`config.mk`:
```
export PLATFORM = sky130hd
export DESIGN_NAME = seq_code_detector_flat
export DESIGN_NICKNAME = d
export VERILOG_FILES = /design/src/rtl/seq_code_detector_pkg.sv /design/src/rtl/seq_code_detector_if.sv /design/src/rtl/seq_code_detector_btn_edge_detect.sv /design/src/rtl/seq_code_detector.sv /design/src/flat_wrapper.sv
export SDC_FILE = /design/constraint.sdc
export NUM_CORES = 1
export LEC_CHECK = 0
export BUFFER_PORTS_ARGS = -buffer_cell sky130_fd_sc_hd__buf_2
export CAP_MARGIN = 20
export CORE_ASPECT_RATIO = 1.75
export CORE_MARGIN = 2
export CORE_UTILIZATION = 51
export DETAILED_ROUTE_END_ITERATION = 8
export GPL_TIMING_DRIVEN = 1
export PLACE_DENSITY = 0.78
export SYNTH_ARGS = -nofsm -noshare
export SYNTH_HDL_FRONTEND = slang
export SYNTH_SLANG_ARGS = --single-unit
```
`constraint.sdc`:
```
create_clock -name clk -period 4.5 [get_ports clk]
set_clock_uncertainty 0.15 [all_clocks]
set_input_delay 0.675 -clock clk [delete_from_list [all_inputs] [get_ports clk]]
set_output_delay 0.675 -clock clk [all_outputs]
set_load 0.01 [all_outputs]
```
`src/rtl/seq_code_detector_pkg.sv`:
```
// rtl/seq_code_detector_pkg.sv - shared types and defaults for the button-sequence detector
//
// Purpose: FSM state encoding plus the default geometry and code that the
//          interface and top fall back on when not overridden.
// Ports:   none (package).

package seq_code_detector_pkg;

  typedef enum logic [1:0] {
    GATED = 2'd0,  // switch key wrong, nothing tracked
    ARMED = 2'd1,  // waiting for the first code entry
    TRACK = 2'd2   // part of the code matched
  } state_t;

  localparam int DEF_NBTN    = 4;
  localparam int DEF_SEQ_LEN = 8;
  localparam int DEF_SW_W    = 8;
  localparam int DEF_BW      = $clog2(DEF_NBTN);
  localparam int DEF_IDX_W   = $clog2(DEF_SEQ_LEN + 1);

  // U,U,D,D,L,R,L,R with U=0 D=1 L=2 R=3, entry 0 in the low bits
  localparam logic [DEF_SEQ_LEN*DEF_BW-1:0] DEF_CODE = 16'hEE50;

endpackage

```
`src/rtl/seq_code_detector_if.sv`:
```
// rtl/seq_code_detector_if.sv - control/status bundle between debouncers, detector and game logic
//
// Purpose: groups the switch key, button levels, clear and all detector outputs.
// Ports:   master drives sw/btn/clear and observes results; slave is the detector.

interface seq_code_detector_if
  import seq_code_detector_pkg::*;
#(
  parameter int NBTN   = DEF_NBTN,
  parameter int SW_W   = DEF_SW_W,
  parameter int PROG_W = DEF_IDX_W
);

  logic [SW_W-1:0]   sw;
  logic [NBTN-1:0]   btn;
  logic              clear;
  logic              match;
  logic              unlocked;
  logic [PROG_W-1:0] progress;
  logic [7:0]        hit_count;
  logic              timeout;

  modport master (
    output sw, btn, clear,
    input  match, unlocked, progress, hit_count, timeout
  );

  modport slave (
    input  sw, btn, clear,
    output match, unlocked, progress, hit_count, timeout
  );

endinterface

```
`src/rtl/seq_code_detector_btn_edge_detect.sv`:
```
// rtl/seq_code_detector_btn_edge_detect.sv - rising-edge press extraction for debounced buttons
//
// Purpose: registers the button levels and reports newly pressed buttons.
// Ports:   clk, reset (async, active-high), btn[W] levels in,
//          press[W] rising edges out, onehot = exactly one new press this cycle.

module seq_code_detector_btn_edge_detect #(
  parameter int W = 4
) (
  input  logic         clk,
  input  logic         reset,
  input  logic [W-1:0] btn,
  output logic [W-1:0] press,
  output logic         onehot
);

  logic [W-1:0] btn_q;

  always_ff @(posedge clk or posedge reset) begin
    if (reset) btn_q <= '0;
    else       btn_q <= btn;
  end

  // a held button contributes only on the cycle it first rises
  assign press  = btn & ~btn_q;
  assign onehot = $onehot(press);

endmodule

```
`src/rtl/seq_code_detector.sv`:
```
// rtl/seq_code_detector.sv - gated button-sequence (cheat code) detector
//
// Purpose: while sw equals GATE_KEY, follows single button presses against CODE,
//          with idle timeout, restart-on-first-entry recovery, sticky unlock and
//          a saturating hit counter.
// Ports:   clk, reset (async, active-high), bus (slave): sw, btn, clear in;
//          match, unlocked, progress, hit_count, timeout out (all registered).

module seq_code_detector
  import seq_code_detector_pkg::*;
#(
  parameter int                                NBTN        = 4,
  parameter int                                SEQ_LEN     = 8,
  parameter int                                SW_W        = 8,
  parameter logic [SW_W-1:0]                   GATE_KEY    = 8'hAB,
  parameter logic [SEQ_LEN*$clog2(NBTN)-1:0]   CODE        = DEF_CODE,
  parameter int                                TIMEOUT_CYC = 50_000_000
) (
  input logic               clk,
  input logic               reset,
  seq_code_detector_if.slave bus
);

  localparam int BW    = $clog2(NBTN);
  localparam int IDX_W = $clog2(SEQ_LEN + 1);
  localparam int CNT_W = $clog2(TIMEOUT_CYC + 1);

  logic [NBTN-1:0]  press;
  logic             onehot;
  logic [BW-1:0]    press_idx;
  logic [BW-1:0]    want_code;
  logic             any_press;
  logic             good_press;
  logic             restart_press;

  state_t           state;
  logic [IDX_W-1:0] idx;
  logic [CNT_W-1:0] idle;
  logic             match_q;
  logic             unlocked_q;
  logic [7:0]       hit_q;
  logic             timeout_q;

  seq_code_detector_btn_edge_detect #(.W(NBTN)) u_edge (
    .clk    (clk),
    .reset  (reset),
    .btn    (bus.btn),
    .press  (press),
    .onehot (onehot)
  );

  // binary index of the pressed button; only meaningful when onehot
  always_comb begin
    press_idx = '0;
    for (int i = 0; i < NBTN; i++) begin
      if (press[i]) press_idx = BW'(i);
    end
  end

  assign want_code     = CODE[int'(idx)*BW +: BW];
  assign any_press     = |press;
  assign good_press    = onehot && (press_idx == want_code);
  assign restart_press = onehot && (press_idx == CODE[BW-1:0]);

  always_ff @(posedge clk or posedge reset) begin
    if (reset) begin
      state      <= GATED;
      idx        <= '0;
      idle       <= '0;
      match_q    <= 1'b0;
      unlocked_q <= 1'b0;
      hit_q      <= '0;
      timeout_q  <= 1'b0;
    end else begin
      match_q   <= 1'b0;
      timeout_q <= 1'b0;
      if (bus.clear) unlocked_q <= 1'b0;

      // closing the gate overrides any press or timeout in the same cycle
      if (bus.sw != GATE_KEY) begin
        state      <= GATED;
        idx        <= '0;
        idle       <= '0;
        unlocked_q <= 1'b0;
      end else begin
        case (state)
          GATED: begin
            state <= ARMED;
            idx   <= '0;
            idle  <= '0;
          end
          ARMED: begin
            idle <= '0;
            if (good_press) begin
              idx   <= IDX_W'(1);
              state <= TRACK;
            end
          end
          TRACK: begin
            if (any_press) begin
              idle <= '0;
              if (good_press) begin
                if (idx == IDX_W'(SEQ_LEN - 1)) begin
                  // placed after the clear above so a same-cycle clear loses
                  match_q    <= 1'b1;
                  unlocked_q <= 1'b1;
                  if (hit_q != 8'hFF) hit_q <= hit_q + 8'd1;
                  idx        <= '0;
                  state      <= ARMED;
                end else begin
                  idx <= idx + IDX_W'(1);
                end
              end else if (restart_press) begin
                // a wrong press that is itself the first entry starts over at 1
                idx <= IDX_W'(1);
              end else begin
                idx   <= '0;
                state <= ARMED;
              end
            end else if (idle == CNT_W'(TIMEOUT_CYC - 1)) begin
              idle      <= '0;
              idx       <= '0;
              timeout_q <= 1'b1;
              state     <= ARMED;
            end else begin
              idle <= idle + CNT_W'(1);
            end
          end
          default: begin
            state <= GATED;
            idx   <= '0;
            idle  <= '0;
          end
        endcase
      end
    end
  end

  assign bus.match     = match_q;
  assign bus.unlocked  = unlocked_q;
  assign bus.progress  = idx;
  assign bus.hit_count = hit_q;
  assign bus.timeout   = timeout_q;

endmodule

```
`src/flat_wrapper.sv`:
```
// flat-port wrapper written by rule: the top's interface ports become plain ports
module seq_code_detector_flat import seq_code_detector_pkg::*;
#(
  parameter int                                NBTN        = 4,
  parameter int                                SEQ_LEN     = 8,
  parameter int                                SW_W        = 8,
  parameter logic [SW_W-1:0]                   GATE_KEY    = 8'hAB,
  parameter logic [SEQ_LEN*$clog2(NBTN)-1:0]   CODE        = DEF_CODE,
  parameter int                                TIMEOUT_CYC = 50_000_000
)
  (clk, reset, bus_sw, bus_btn, bus_clear, bus_match, bus_unlocked, bus_progress, bus_hit_count, bus_timeout);
  seq_code_detector_if #(.NBTN(NBTN), .SW_W(SW_W)) bus_i ();
  input logic clk;
  input logic reset;
  input wire logic [$bits(bus_i.sw)-1:0] bus_sw;
  input wire logic [$bits(bus_i.btn)-1:0] bus_btn;
  input wire logic [$bits(bus_i.clear)-1:0] bus_clear;
  output wire logic [$bits(bus_i.match)-1:0] bus_match;
  output wire logic [$bits(bus_i.unlocked)-1:0] bus_unlocked;
  output wire logic [$bits(bus_i.progress)-1:0] bus_progress;
  output wire logic [$bits(bus_i.hit_count)-1:0] bus_hit_count;
  output wire logic [$bits(bus_i.timeout)-1:0] bus_timeout;
  assign bus_i.sw = bus_sw;
  assign bus_i.btn = bus_btn;
  assign bus_i.clear = bus_clear;
  assign bus_match = bus_i.match;
  assign bus_unlocked = bus_i.unlocked;
  assign bus_progress = bus_i.progress;
  assign bus_hit_count = bus_i.hit_count;
  assign bus_timeout = bus_i.timeout;
  seq_code_detector #(.NBTN(NBTN), .SEQ_LEN(SEQ_LEN), .SW_W(SW_W), .GATE_KEY(GATE_KEY), .CODE(CODE), .TIMEOUT_CYC(TIMEOUT_CYC)) u_core (.clk(clk), .reset(reset), .bus(bus_i));
endmodule
```
==> results of run 1 <==
-- path summary, 6_finish.rpt --
path                                           end  slack [ns]
setup reg to reg                   u_core.state[0]        0.96
max in group asynchronous          u_core.state[0]        3.65
hold reg to reg                     u_core.idle[0]        0.36
hold / removal             u_core.bus.hit_count[5]        0.09
setup / recovery                   u_core.state[0]        0.96
min in group clk            u_core.u_edge.btn_q[1]        0.34
-- placed cells by master (no fill, tap or decap), types with 8 or more instances in the layout --
cell type  instances
dfrtp_1           47
nor2_1            38
buf_2             29
nand2_1           21
nand3_1           18
xnor2_1           14
xor2_1            14
inv_1             11
ha_1              10
a21oi_1            9
and3_1             8
-- kinds of logic after synthesis --
family | Yosys count
buffers and inverters | 17
AOI/OAI and AO/OA | 34
muxes | 3
and+or+nand+nor | 134
DFF | 47
xor gates and xnor gates | 28
adders and majority gates | 11
-- sequential cells by signal, summed over array words and instances, names as in the netlist --
name / cells
u_core.bus.timeout: 1
u_core.bus.progress: 4
u_core.idle: 26
u_core.bus.unlocked: 1
u_core.state: 2
u_core.bus.match: 1
u_core.bus.hit_count: 8
u_core.u_edge.btn_q: 4
-- final cells by class --
type / count / share of cell area, %
Multi-Input combinational cell: 210 / 47.3
Sequential cell: 47 / 39.2
Timing Repair Buffer: 31 / 5.76
Clock buffer: 5 / 2.29
Tap cell: 54 / 2.25
Inverter: 13 / 1.63
Clock inverter: 3 / 1.54
-- per-stage QoR --
| step | cell area (um2) | hold WS, ns | utilization, % |
|---|---|---|---|
| CTS | 2980 | 0.333 | 59.3 |
| global route | 3000 | 0.0867 | 59.7 |
| finish | 3000 | 0.0942 | 59.7 |
| floorplan | 2670 | 0.305 | - |
| global placement | 2860 | 0.324 | 57.1 |
| detailed placement | 2860 | 0.343 | 57.1 |
-- power by group --
part	internal, uW	switching (uW)
clock network	168	156
logic	23.4	36.5
registers	424	0.793
total	615	193
-- per-layer routing --
layer	vias to the layer above	track usage, %	part of all wire, %
met1	1042	23.4	39
met5	-	0	0
met3	16	2.86	2.8
met4	0	8.57	2.8
li1	1029	-	-
met2	54	39.8	56
==> impl_metrics.tcl, run 1 <==
set metrics [dict create \
    synthTopCellsByCount "dfrtp_1, nor2_1, nand2_1, nand3_1" \
    drt-total-wl_um 5680 \
    synth.largest_area_cell "dfrtp_1" \
    cp_common_cell "ha_1" \
    die_x_um 58.6 \
    start_kind "input pin" \
    worstPathMaxFanout 6 \
    area_delta_synth_final_pct 12.5 \
    core_um2 5020 \
    antenna_found_initial 0 \
    crit_slowest_cell "fa_1" \
    status "complete, but fails checks" \
    io_buffers 29 \
    slew_violations 0 \
    numCtsBuffers 5 \
    cts_setup_buffers 0 \
    finalPower_uw 808 \
    gr-total-overflow 0 \
    synth_edf_count 0 \
    synth_most_common_cell "dfrtp_1" \
    drive_above_1_share_pct 18.1 \
    root_buffer "clkbuf_8" \
    floorplan.initialDensity_pct 53.1 \
    synthCells 274 \
    drc 1 \
    nFillCells 470 \
    regArea_um2 1180 \
    crit_buf_inv 2 \
    rows 34 \
    layout.cells.non_filler 363 \
    hold_viol_final 0 \
    drt_iter0_drc 64 \
    maxCapViolations 0 \
    rsz0062_at_grt "no" \
    finalSetupViolations 0 \
    synthArstFlopShare_pct 100 \
    die_y_um 99.6 \
    grt_max_degree 48 \
    cts.sinks 47 \
    fin_crit_sh_pct 78.8 \
    setup_ws_ns 0.955 \
    cp_num_cells 12 \
    diodes 0 \
    avgViaCountPerCell 5.90 \
    via_count 2141 \
    required_ns 4.54 \
    finalWeightedCongestion 0.933 \
    synth.avg_cell_area_um2 9.73 \
    tns_ns 0 \
    htreeDepth 2 \
    hold_class "in2async" \
    synth_cell_types 56 \
    tightest_slew_ns 0.940 \
    syn_nets 300 \
    power_leakage_uw 0.00133 \
    die-area_um2 5840 \
    min_period_ns 3.54 \
    synth_top_cell_area_share_pct 44.1 \
    synth_top_family_by_area "simple AND/OR/NAND/NOR gates" \
    clkSlewWorstSetupHoldPaths_ns 0.10 \
    synth-compound-area-share_pct 9.95 \
    tritoncts "built" \
    holdBufCountCts 0 \
    violations "DRC" \
    peakVddDrop_v 0.000177 \
    ant_nets 0 \
    endpoint_kind "flop" \
    crit_arrival_ns 3.59 \
    rr_worst_depth 11 \
    synth-seq-area-share_pct 44.1 \
    pre_cts_ws_ns 0.651 \
    clock_latency_ns 0.31 \
    cts_resized 0 \
    path_delay_family "adder cells" \
    track_usage_pct 21.3 \
    finalNetCount 334 \
    grt_pass1_vias 2149 \
    critical_path_class "in2reg" \
    synth_mux_area_share_pct 1.36 \
    multi_input_area_um2 1420 \
    ys.flop_type "dfrtp_1" \
    yosys_warnings 0 \
    first_pass_iters 6 \
    synthXorXnorAreaFrac_pct 9.20 \
    startpoint "bus_btn[3]" \
    timing.rr.start "u_core.u_edge.btn_q[3]" \
    hpwl_um 4200 \
    io_pins 30 \
    synth_adder_area_share_pct 5.45 \
    placed_cells 354 \
    relSlewSlack_pct 37.3 \
    synthSimpleGateAreaFrac_pct 27.3 \
    fmax_mhz 282 \
    wl_per_cell_um 15.7 \
    path_cells "buf_2, nand2b_1, inv_1, fa_1, ha_1, ha_1, or3b_4, nor3_4, a41oi_1, a2111oi_4, a211oi_2, mux2_4" \
    cts_buffer_depth 2 \
    timing.critical_path.slowest_cell_delay_ns 0.48 \
    ys_ff_latch 47 \
    synthTopCellsByArea "dfrtp_1, nor2_1, ha_1" \
    grt_pass1_wl_um 9700 \
    syn_area_um2 2670 \
    power_density_nw_per_um2 269 \
]
Note: power is estimated with default switching activity, not from simulation.
==> run 2, diff against run 1 <==
- clock period: 4.5 -> 3.3 ns (I/O delays scaled with it)
==> impl_metrics.tcl, run 2 (synthesis gave the netlist of run 1 again) <==
set metrics [dict create \
    gr-total-overflow 0 \
    hold_viol_final 10 \
    die_y_um 99.6 \
    die_x_um 58.6 \
    path_cells "nand2b_4, inv_2, fa_1, ha_2, ha_4, or3b_4, nor3_4, a41oi_2, a2111oi_4, a211oi_2, mux2_4" \
    largest-register "u_core.idle" \
    critical_path_class "reg2reg" \
    finalSetupViolations 0 \
    status "complete, but fails checks" \
    path_delay_family "adder cells" \
    final_common_cell "dfrtp_1" \
    area_delta_synth_final_pct 15.7 \
    swShare_pct 24.7 \
    endpoint_kind "flop" \
    tightest_slew_ns 0.491 \
    finalWeightedCongestion 0.947 \
    ant_nets 0 \
    internal_power_uw 769 \
    numCtsBuffers 5 \
    drive_above_1_share_pct 23.0 \
    io_pins 30 \
    power_density_nw_per_um2 331 \
    dpl_cell_area_um2 2940 \
    power.share.clock_pct 33.3 \
    hold_class "in2async" \
    first_pass_iters 6 \
    required_ns 3.34 \
    final_area_um2 3080 \
    start_kind "flop" \
    timing.critical_path.slowest_cell_delay_ns 0.54 \
    cts_buffer_depth 2 \
    drc 1 \
    grt_pass1_wl_um 9850 \
    drt-total-wl_um 5820 \
    violations "DRC, hold timing" \
    final_cell_mix "dfrtp_1, nor2_1, buf_2" \
    diodes 0 \
    grt_max_degree 48 \
    track_usage_pct 21.6 \
    via_count 2170 \
    rows 34 \
    floorplan.initialDensity_pct 53.1 \
    tritoncts "built" \
    finalPower_uw 1020 \
    die-area_um2 5840 \
    grt_pass1_vias 2254 \
    htreeDepth 2 \
    utilization_pct 61.4 \
    p_switching_uw 252 \
    largest_reg_flops 26 \
    antenna_found_initial 0 \
    power_leakage_uw 0.00137 \
    hpwl_um 4200 \
    avgViaCountPerCell 5.83 \
    clkSlewWorstSetupHoldPaths_ns 0.09 \
    worstPathMaxFanout 2 \
    wl_per_cell_um 15.6 \
    min_period_ns 3.26 \
    crit_buf_inv 1 \
    drt_iter0_drc 114 \
    seq_power_share_pct 56.7 \
    root_buffer "clkbuf_8" \
    placed_cells 363 \
    clock_latency_ns 0.30 \
    fmax_mhz 307 \
    holdBufCountCts 0 \
    io_buffers 29 \
    core_um2 5020 \
    peakVddDrop_v 0.000291 \
    maxCapViolations 0 \
    slew_violations 0 \
    crit_arrival_ns 3.30 \
    layout.cells.non_filler 372 \
    holdWs_ns -0.00366 \
    finalNetCount 344 \
    combPwrFrac_pct 10.0 \
    relSlewSlack_pct 67.0 \
    cts.sinks 47 \
    fin_crit_sh_pct 98.8 \
    crit_slowest_cell "fa_1" \
]
==> run 2: cell count changes in the layout (fill, tap and decap cells not counted), moves of 2 or more <==
| cell | change |
|---|---|
| buf_4 | +10 |
| ha_1 | -2 |
| inv_1 | -2 |
| inv_2 | +2 |
| nand2b_1 | -2 |
| nand2b_4 | +2 |
==> run 2: layout make-up <==
class	instances	area, um2
Clock buffer	5	68.8
Inverter	13	48.8
Sequential cell	47	1180
Multi-Input combinational cell	210	1460
Tap cell	54	67.6
Timing Repair Buffer	41	248
Fill cell	437	1940
Clock inverter	2	13.8
==> run 2: timing repair <==
action                     in CTS  in global routing
gates resized for setup         0                  6
buffers inserted                0                  1
setup endpoints to repair       0                  1
==> run 2: power by group through the flow <==
stage	combinational [uW]	clock, uW	sequential (uW)
2_1_floorplan	53.5	0	590
3_5_place_dp	89.5	0	590
5_1_grt	111	369	580
6_report	102	340	579
4_1_cts	89.3	349	579
3_3_place_gp	85.7	0	590
==> run 2: path summary, 6_finish.rpt <==
check	depth (start not counted)	start	slack, ns	end
hold / removal	2	reset	-0.004	u_core.bus.hit_count[3]
setup reg to reg	11	u_core.u_edge.btn_q[0]	0.04	u_core.state[0]
setup / recovery	11	u_core.u_edge.btn_q[0]	0.04	u_core.state[0]
hold reg to reg	1	u_core.idle[0]	0.34	u_core.idle[0]
max in group asynchronous	3	reset	2.52	u_core.state[0]
min in group clk	1	bus_btn[1]	0.16	u_core.u_edge.btn_q[1]
==> run 2: per-stage QoR <==
step                setup WS, ns  TNS (ns)
floorplan                 0.0698         0
global placement         -0.0260   -0.0260
detailed placement        -0.126    -0.138
CTS                       0.0863         0
global route             -0.0396   -0.0396
finish                    0.0400         0
==> run 2: per-layer routing <==
layer,wire (um),part of all wire [%],GRT usage (%)
met2,3160,54,38.5
met4,227,3.9,11.4
met1,2230,38,24.0
met3,196,3.4,2.99
met5,0,0,0
